--- src/rtl/alu_arbiter.sv ---
// Two-requester front end for a shared combinational ALU: round-robin arbitration,
// a three-state IDLE/EXEC/DONE sequence, and registered result/flags capture.
module alu_arbiter #(
    parameter int WIDTH = 16
) (
    input  logic             clk,
    input  logic             reset,
    input  logic             req0,
    input  logic             req1,
    input  logic [WIDTH-1:0] a0,
    input  logic [WIDTH-1:0] b0,
    input  logic [WIDTH-1:0] a1,
    input  logic [WIDTH-1:0] b1,
    input  logic [3:0]       op0,
    input  logic [3:0]       op1,
    output logic [WIDTH-1:0] alu_a,
    output logic [WIDTH-1:0] alu_b,
    output logic [3:0]       alu_ctrl,
    input  logic [WIDTH-1:0] alu_result,
    input  logic [4:0]       alu_flags,
    output logic             grant0,
    output logic             grant1,
    output logic             done0,
    output logic             done1,
    output logic [WIDTH-1:0] result,
    output logic [4:0]       flags,
    output logic             illegal,
    output logic             busy
);
    localparam logic [3:0] OP_CMP = 4'b0010;
    localparam logic [3:0] OP_NOP = 4'b1000;

    typedef enum logic [1:0] {
        ST_IDLE = 2'd0,
        ST_EXEC = 2'd1,
        ST_DONE = 2'd2
    } state_t;

    state_t           r_state;
    state_t           w_state_next;
    logic             r_ptr;
    logic             r_win;
    logic [WIDTH-1:0] r_a;
    logic [WIDTH-1:0] r_b;
    logic [3:0]       r_op;
    logic [WIDTH-1:0] r_result;
    logic [4:0]       r_flags;

    logic             w_start;
    logic             w_win;
    logic             w_exec;
    logic             w_done;
    logic             w_load_result;
    logic             w_load_flags;
    logic [1:0]       w_sel;

    // On a tie the requester that did not win last time is chosen.
    assign w_start = req0 | req1;
    assign w_win   = (req0 & req1) ? ~r_ptr : req1;

    assign w_load_result = ~r_op[3] & (r_op != OP_CMP);
    assign w_load_flags  = ~r_op[3] & (r_op <= OP_CMP);

    always_comb begin
        w_state_next = r_state;
        w_exec       = 1'b0;
        w_done       = 1'b0;
        busy         = 1'b0;
        alu_a        = '0;
        alu_b        = '0;
        alu_ctrl     = OP_NOP;
        case (r_state)
            ST_IDLE: begin
                if (w_start) begin
                    w_state_next = ST_EXEC;
                end
            end
            ST_EXEC: begin
                w_exec       = 1'b1;
                busy         = 1'b1;
                alu_a        = r_a;
                alu_b        = r_b;
                alu_ctrl     = r_op;
                w_state_next = ST_DONE;
            end
            ST_DONE: begin
                w_done       = 1'b1;
                busy         = 1'b1;
                w_state_next = ST_IDLE;
            end
            default: w_state_next = ST_IDLE;
        endcase
    end

    generate
        for (genvar gi = 0; gi < 2; gi++) begin : g_sel
            assign w_sel[gi] = (r_win == 1'(gi));
        end
    endgenerate

    assign grant0  = w_exec & w_sel[0];
    assign grant1  = w_exec & w_sel[1];
    assign done0   = w_done & w_sel[0];
    assign done1   = w_done & w_sel[1];
    assign illegal = w_done & r_op[3];
    assign result  = r_result;
    assign flags   = r_flags;

    always_ff @(posedge clk) begin
        if (reset) begin
            r_state  <= ST_IDLE;
            r_ptr    <= 1'b1;
            r_win    <= 1'b0;
            r_a      <= '0;
            r_b      <= '0;
            r_op     <= '0;
            r_result <= '0;
            r_flags  <= '0;
        end else begin
            r_state <= w_state_next;
            if (r_state == ST_IDLE && w_start) begin
                r_win <= w_win;
                r_ptr <= w_win;
                r_a   <= w_win ? a1 : a0;
                r_b   <= w_win ? b1 : b0;
                r_op  <= w_win ? op1 : op0;
            end
            // Capture happens at the edge closing EXEC, while the ALU sees the latched operands.
            if (r_state == ST_EXEC) begin
                if (w_load_result) begin
                    r_result <= alu_result;
                end
                if (w_load_flags) begin
                    r_flags <= alu_flags;
                end
            end
        end
    end
endmodule

--- config.mk ---
export PLATFORM = sky130hd
export DESIGN_NAME = alu_arbiter
export DESIGN_NICKNAME = d
export VERILOG_FILES = /design/src/rtl/alu_arbiter.sv
export SDC_FILE = /design/constraint.sdc
export NUM_CORES = 1
export LEC_CHECK = 0
export ABC_AREA = 1
export CORE_MARGIN = 2
export CORE_UTILIZATION = 25
export DETAILED_ROUTE_END_ITERATION = 8
export REMOVE_ABC_BUFFERS = 1
export SETUP_SLACK_MARGIN = 0.3
export SLEW_MARGIN = 0
export SYNTH_ARGS = -nofsm -noshare
export SYNTH_HDL_FRONTEND = slang
export SYNTH_SLANG_ARGS = --single-unit
--- constraint.sdc ---
create_clock -name clk -period 1.7 [get_ports clk]
set_clock_uncertainty 0.15 [all_clocks]
set_input_delay 0.255 -clock clk [delete_from_list [all_inputs] [get_ports clk]]
set_output_delay 0.255 -clock clk [all_outputs]
set_load 0.005 [all_outputs]
### Yosys cells after proc, flatten, opt, wreduce, memory -nomap -nowiden

Cells that the tools add are included.

* flip-flop bits (word level): 61
* output and inout port bits: 63
* word-level logic and storage cells: 42

* $lt $le $gt $ge: 1
* equality and inequality tests: 4
* mux-type cells: 12
* bitwise logic cells: 12
* reduce and logical (&&, ||, !) cells: 5

Operator list (number)
* 16-bit 2-to-1 mux: 4
* 1-bit bitwise AND: 8
* 4-bit 2-to-1 mux: 2
* 4-bit by 2-bit <= comparator with 1-bit output (second input constant): 1
* 1-bit 2-to-1 mux: 4
* 4-bit by 2-bit != test with 1-bit output (second input constant): 1
* 2-bit one-hot mux with 2 select lines: 1
* 2-bit AND reduction: 2
* 1-bit inverter: 3
* 2-bit by 1-bit == test with 1-bit output (second input constant): 1
* 2-bit == test (second input constant): 1
* 2-bit logical NOT: 1
* 2-bit 2-to-1 mux: 1
* 2-bit != test (second input constant): 1
* 2-bit OR reduction: 1
* 1-bit logical AND: 1
* 1-bit bitwise OR: 1

### Longest topological paths before layout

* word-level depth: 3
* depth in mapped cells: 9
* depth with buffers taken out: 7

### Least setup slack after synthesis

No wires, ideal clock.

* path kind: flip-flop to output port
* from: reg r_state[1]
* to: out alu_ctrl[3]
* data arrival time: 1.053 ns
* data required time: 1.295 ns
* slack: 0.242 ns
* cell stages (with the launch flop): 8
* path buffers: 2
* cell sequence: dfxtp_1 -> inv_1 -> ha_1 -> inv_1 -> nor2_1 -> buf_4 -> buf_4 -> inv_1

* word-level cells in the longest chain between the ends: 2

Ends and longest elaborated chain
* start: declaration: line 39 `state_t r_state;`
* start signal: assignment: line 120 `r_state <= w_state_next;`
* 2-bit by 1-bit == test with 1-bit output: line 72 `case (r_state)`
* 4-bit 2-to-1 mux: line 72
* end: declaration: line 18 `output logic [3:0] alu_ctrl,`

No other way between the ends.

### Worst setup path after layout

* from: reg r_state[1]
* to: out grant1

* word-level cells in the longest chain between the ends: 3

Ends and longest elaborated chain
* 2-bit by 1-bit == test with 1-bit output: line 72
* 1-bit 2-to-1 mux: line 72
* 1-bit bitwise AND: line 102 `assign grant1 = w_exec & w_sel[1];`
* end: declaration: line 22 `output logic grant1,`

No other way between the ends.

==> impl_metrics.py <==
metrics = {
    "synthesis": {
        "yosysWarnings": 0,
        "syn-cell-area_um2": 3310,
        "ys_ff_latch": 61,
        "synth-seq-area-share_pct": 36.8,
        "syn_inst": 564,
        "avgSynthCellArea_um2": 5.88,
        "yosys.cell_types.count": 18,
    },
    "floorplan": {
        "ioPinCount": 160,
        "coreArea_um2": 13100,
        "rows": 42,
        "initial_utilization_pct": 25.3,
        "die-area_um2": 14200,
        "fp.dieH_um": 119,
        "fp.dieW_um": 119,
    },
    "power_and_ir_drop": {
        "clkPwrFrac_pct": 26.8,
        "ir_worst_vdd_mv": 0.425,
        "powerDensity_nw_per_um2": 915,
        "leakagePower_nw": 3.68,
        "sw_frac_of_total_pct": 31.7,
        "combinationalPowerShare_pct": 43.9,
        "intPower_mw": 4.34,
        "switching_power_mw": 2.01,
        "seq_power_share_pct": 29.3,
    },
    "clock_network": {
        "clk_pin_slew_ps": 50,
        "clockBufferDepth": 2,
        "cts-htree-levels": 3,
        "cts_buffers": 9,
        "cts_tree": "built",
        "cts.sinks": 61,
        "clock_latency_ps": 320,
        "cts_hold_buffers": 0,
        "root_buffer": "clkbuf_16",
    },
    "critical_path": {
        "max_stage_delay_ps": 330,
        "startpoint_type": "flip-flop",
        "path_buf_inv": 6,
        "critPathLaunch": "r_state[1]",
        "critPathKind": "reg -> out",
        "crit_path_cell_trace": "inv_2, ha_4, buf_6, buf_4, buf_6, nand2_2, inv_1, buf_2",
        "r2r-start": "r_state[1]",
        "cpMostUsedCell": "buf_6",
        "end_kind": "output pin",
        "cp_top_family": "buffers and inverters",
        "worstPathRequired_ps": 1290,
        "path_max_fanout": 6,
        "worst_ep_arrival_time_ps": 1470,
        "worst_path_max_delay_cell": "dfxtp_2",
    },
    "detailed_routing": {
        "antenna_left": 0,
        "wl_met2_mm": 6.16,
        "met3_length_um": 912,
        "drtIter0Drc": 166,
        "dr.pass1.iters": 4,
        "via_per_inst": 4.14,
        "drc": 0,
        "wl_met1_mm": 5.37,
        "wl_mm": 12.6,
        "post_drt_wl_per_cell_um": 13.1,
        "top_layer_used": "met4",
        "vias": 3970,
    },
    "placement": {
        "post-dp-hpwl_mm": 6.76,
        "port_buffers": 159,
        "gp_congestion": 0.737,
        "placedCellCount": 884,
        "dp_slack_ps": -158,
    },
    "hold_path": {
        "hp-start": "flags[1]",
        "hold_path.class": "reg -> reg",
    },
    "layout": {
        "fillers": 1278,
        "layout_common_cells": "nor2_1 (128), clkdlybuf4s50_1 (96), nand2_1 (87)",
        "final_nets": 880,
        "syn2layout_area_growth_pct": 110,
        "diodes": 0,
        "fin_cells": 959,
        "drive_gt1_share_pct": 37.9,
        "layout_commonest_cell": "nor2_1",
    },
    "sta": {
        "fin_crit_ps": 1870,
        "clock.fmax_mhz": 534,
        "post-route-period-util_pct": 110,
        "rsz0062_at_grt": "yes",
        "finalWorstSetupSlack_ps": -172,
        "final-hold-violation-count": 0,
        "slew_violations": 0,
        "setup_violations": 87,
        "hold_slack_ps": 311,
        "tightest_slew_ps": 306,
        "max-slew-margin-rel_pct": 79.6,
    },
    "run": {
        "maxCapViolCount": 0,
    },
    "global_routing": {
        "grtUsageTotal_pct": 17.4,
        "grt_max_degree": 41,
        "grt_pass1_wl_mm": 19.3,
        "grt_pass1_vias": 3750,
        "antenna_found_initial": 0,
        "grt.overflow.total": 0,
    },
    "run_status": {
        "violations": "setup timing",
        "status": "finished with violations",
    },
}
## worst min-delay path, cell delays in order (launching register included)
cell     delay, ps
dfxtp_1        310
nor2_1          40
nor2_1          70
## area by class of cell
| type | instances | area [um^2] | share of cell area, % |
|---|---|---|---|
| clock buffer | 14 | 274 | 3.94 |
| inverter | 106 | 408 | 5.87 |
| sequential | 61 | 1230 | 17.7 |
| clock inverter | 1 | 5.00 | 0.0720 |
| multi-input combinational | 366 | 2130 | 30.7 |
| tap | 176 | 220 | 3.17 |
| timing repair buffer | 235 | 2680 | 38.6 |
## layer usage
layer  up-vias  GRT usage, %
met5         -             0
met4         0          3.79
met3         8          5.41
met2       118          29.8
met1      1749          21.4
li1       2095             -
## sequential cells by signal (all words and copies together), names as in the netlist
name and cells:
r_b 16, result 16, r_ptr 1, r_op 4, flags 5, r_win 1
r_state 2, r_a 16
## synth_stat cells, drive strengths merged
library cell | count | area share, %
a21oi | 17 | 2.6
buf | 25 | 4.2
clkbuf | 6 | 0.68
dfxtp | 61 | 37
ha | 4 | 1.5
inv | 106 | 12
nand2 | 137 | 16
nand3 | 19 | 2.9
nand3b | 1 | 0.34
nand4 | 5 | 0.94
nor2 | 144 | 17
o21ai | 39 | 5.9
## stage by stage
step | utilization, % | total power [mW] | TNS (ps) | instance area [um^2]
after floorplan | - | 2.50 | -36760 | 3150
after global placement | 39.5 | 3.35 | -4460 | 5170
after detailed placement | 39.5 | 3.35 | -6770 | 5170
after CTS | 48.1 | 5.97 | -6050 | 6290
after global routing | 53.1 | 6.74 | -14570 | 6950
final | 53.1 | 6.36 | -7590 | 6950
## path summary, 6_finish.rpt
check,slack (ps),cells after the start,to
worst max-delay path,-170,8,grant1
worst min-delay path,310,2,flags[1]
worst max register to register,-140,13,result[6]
worst min register to register,310,2,flags[1]
## timing repair
item                                    CTS  global route
setup buffers                            29            14
endpoints found under the setup margin  122           101
gates cloned                             14             3
resized for setup                       351           143
pin swaps                                24            53
## power by group through the flow
stage | registers [mW] | clock network, mW | logic (mW)
final | 1.86 | 1.70 | 2.79
after global routing | 1.89 | 1.83 | 3.02
after CTS | 1.82 | 1.76 | 2.39
after detailed placement | 1.80 | 0 | 1.55
after global placement | 1.80 | 0 | 1.55
after floorplan | 1.78 | 0 | 0.722
## logic make-up after synthesis
family	synth area share, %
buffers and inverters	16.8
AND/OR/NAND/NOR	36.4
flip-flops	36.8
AO/OA/AOI/OAI	8.46
adder cells (fa/ha/maj)	1.51
Power figures use the tool's default switching activity.
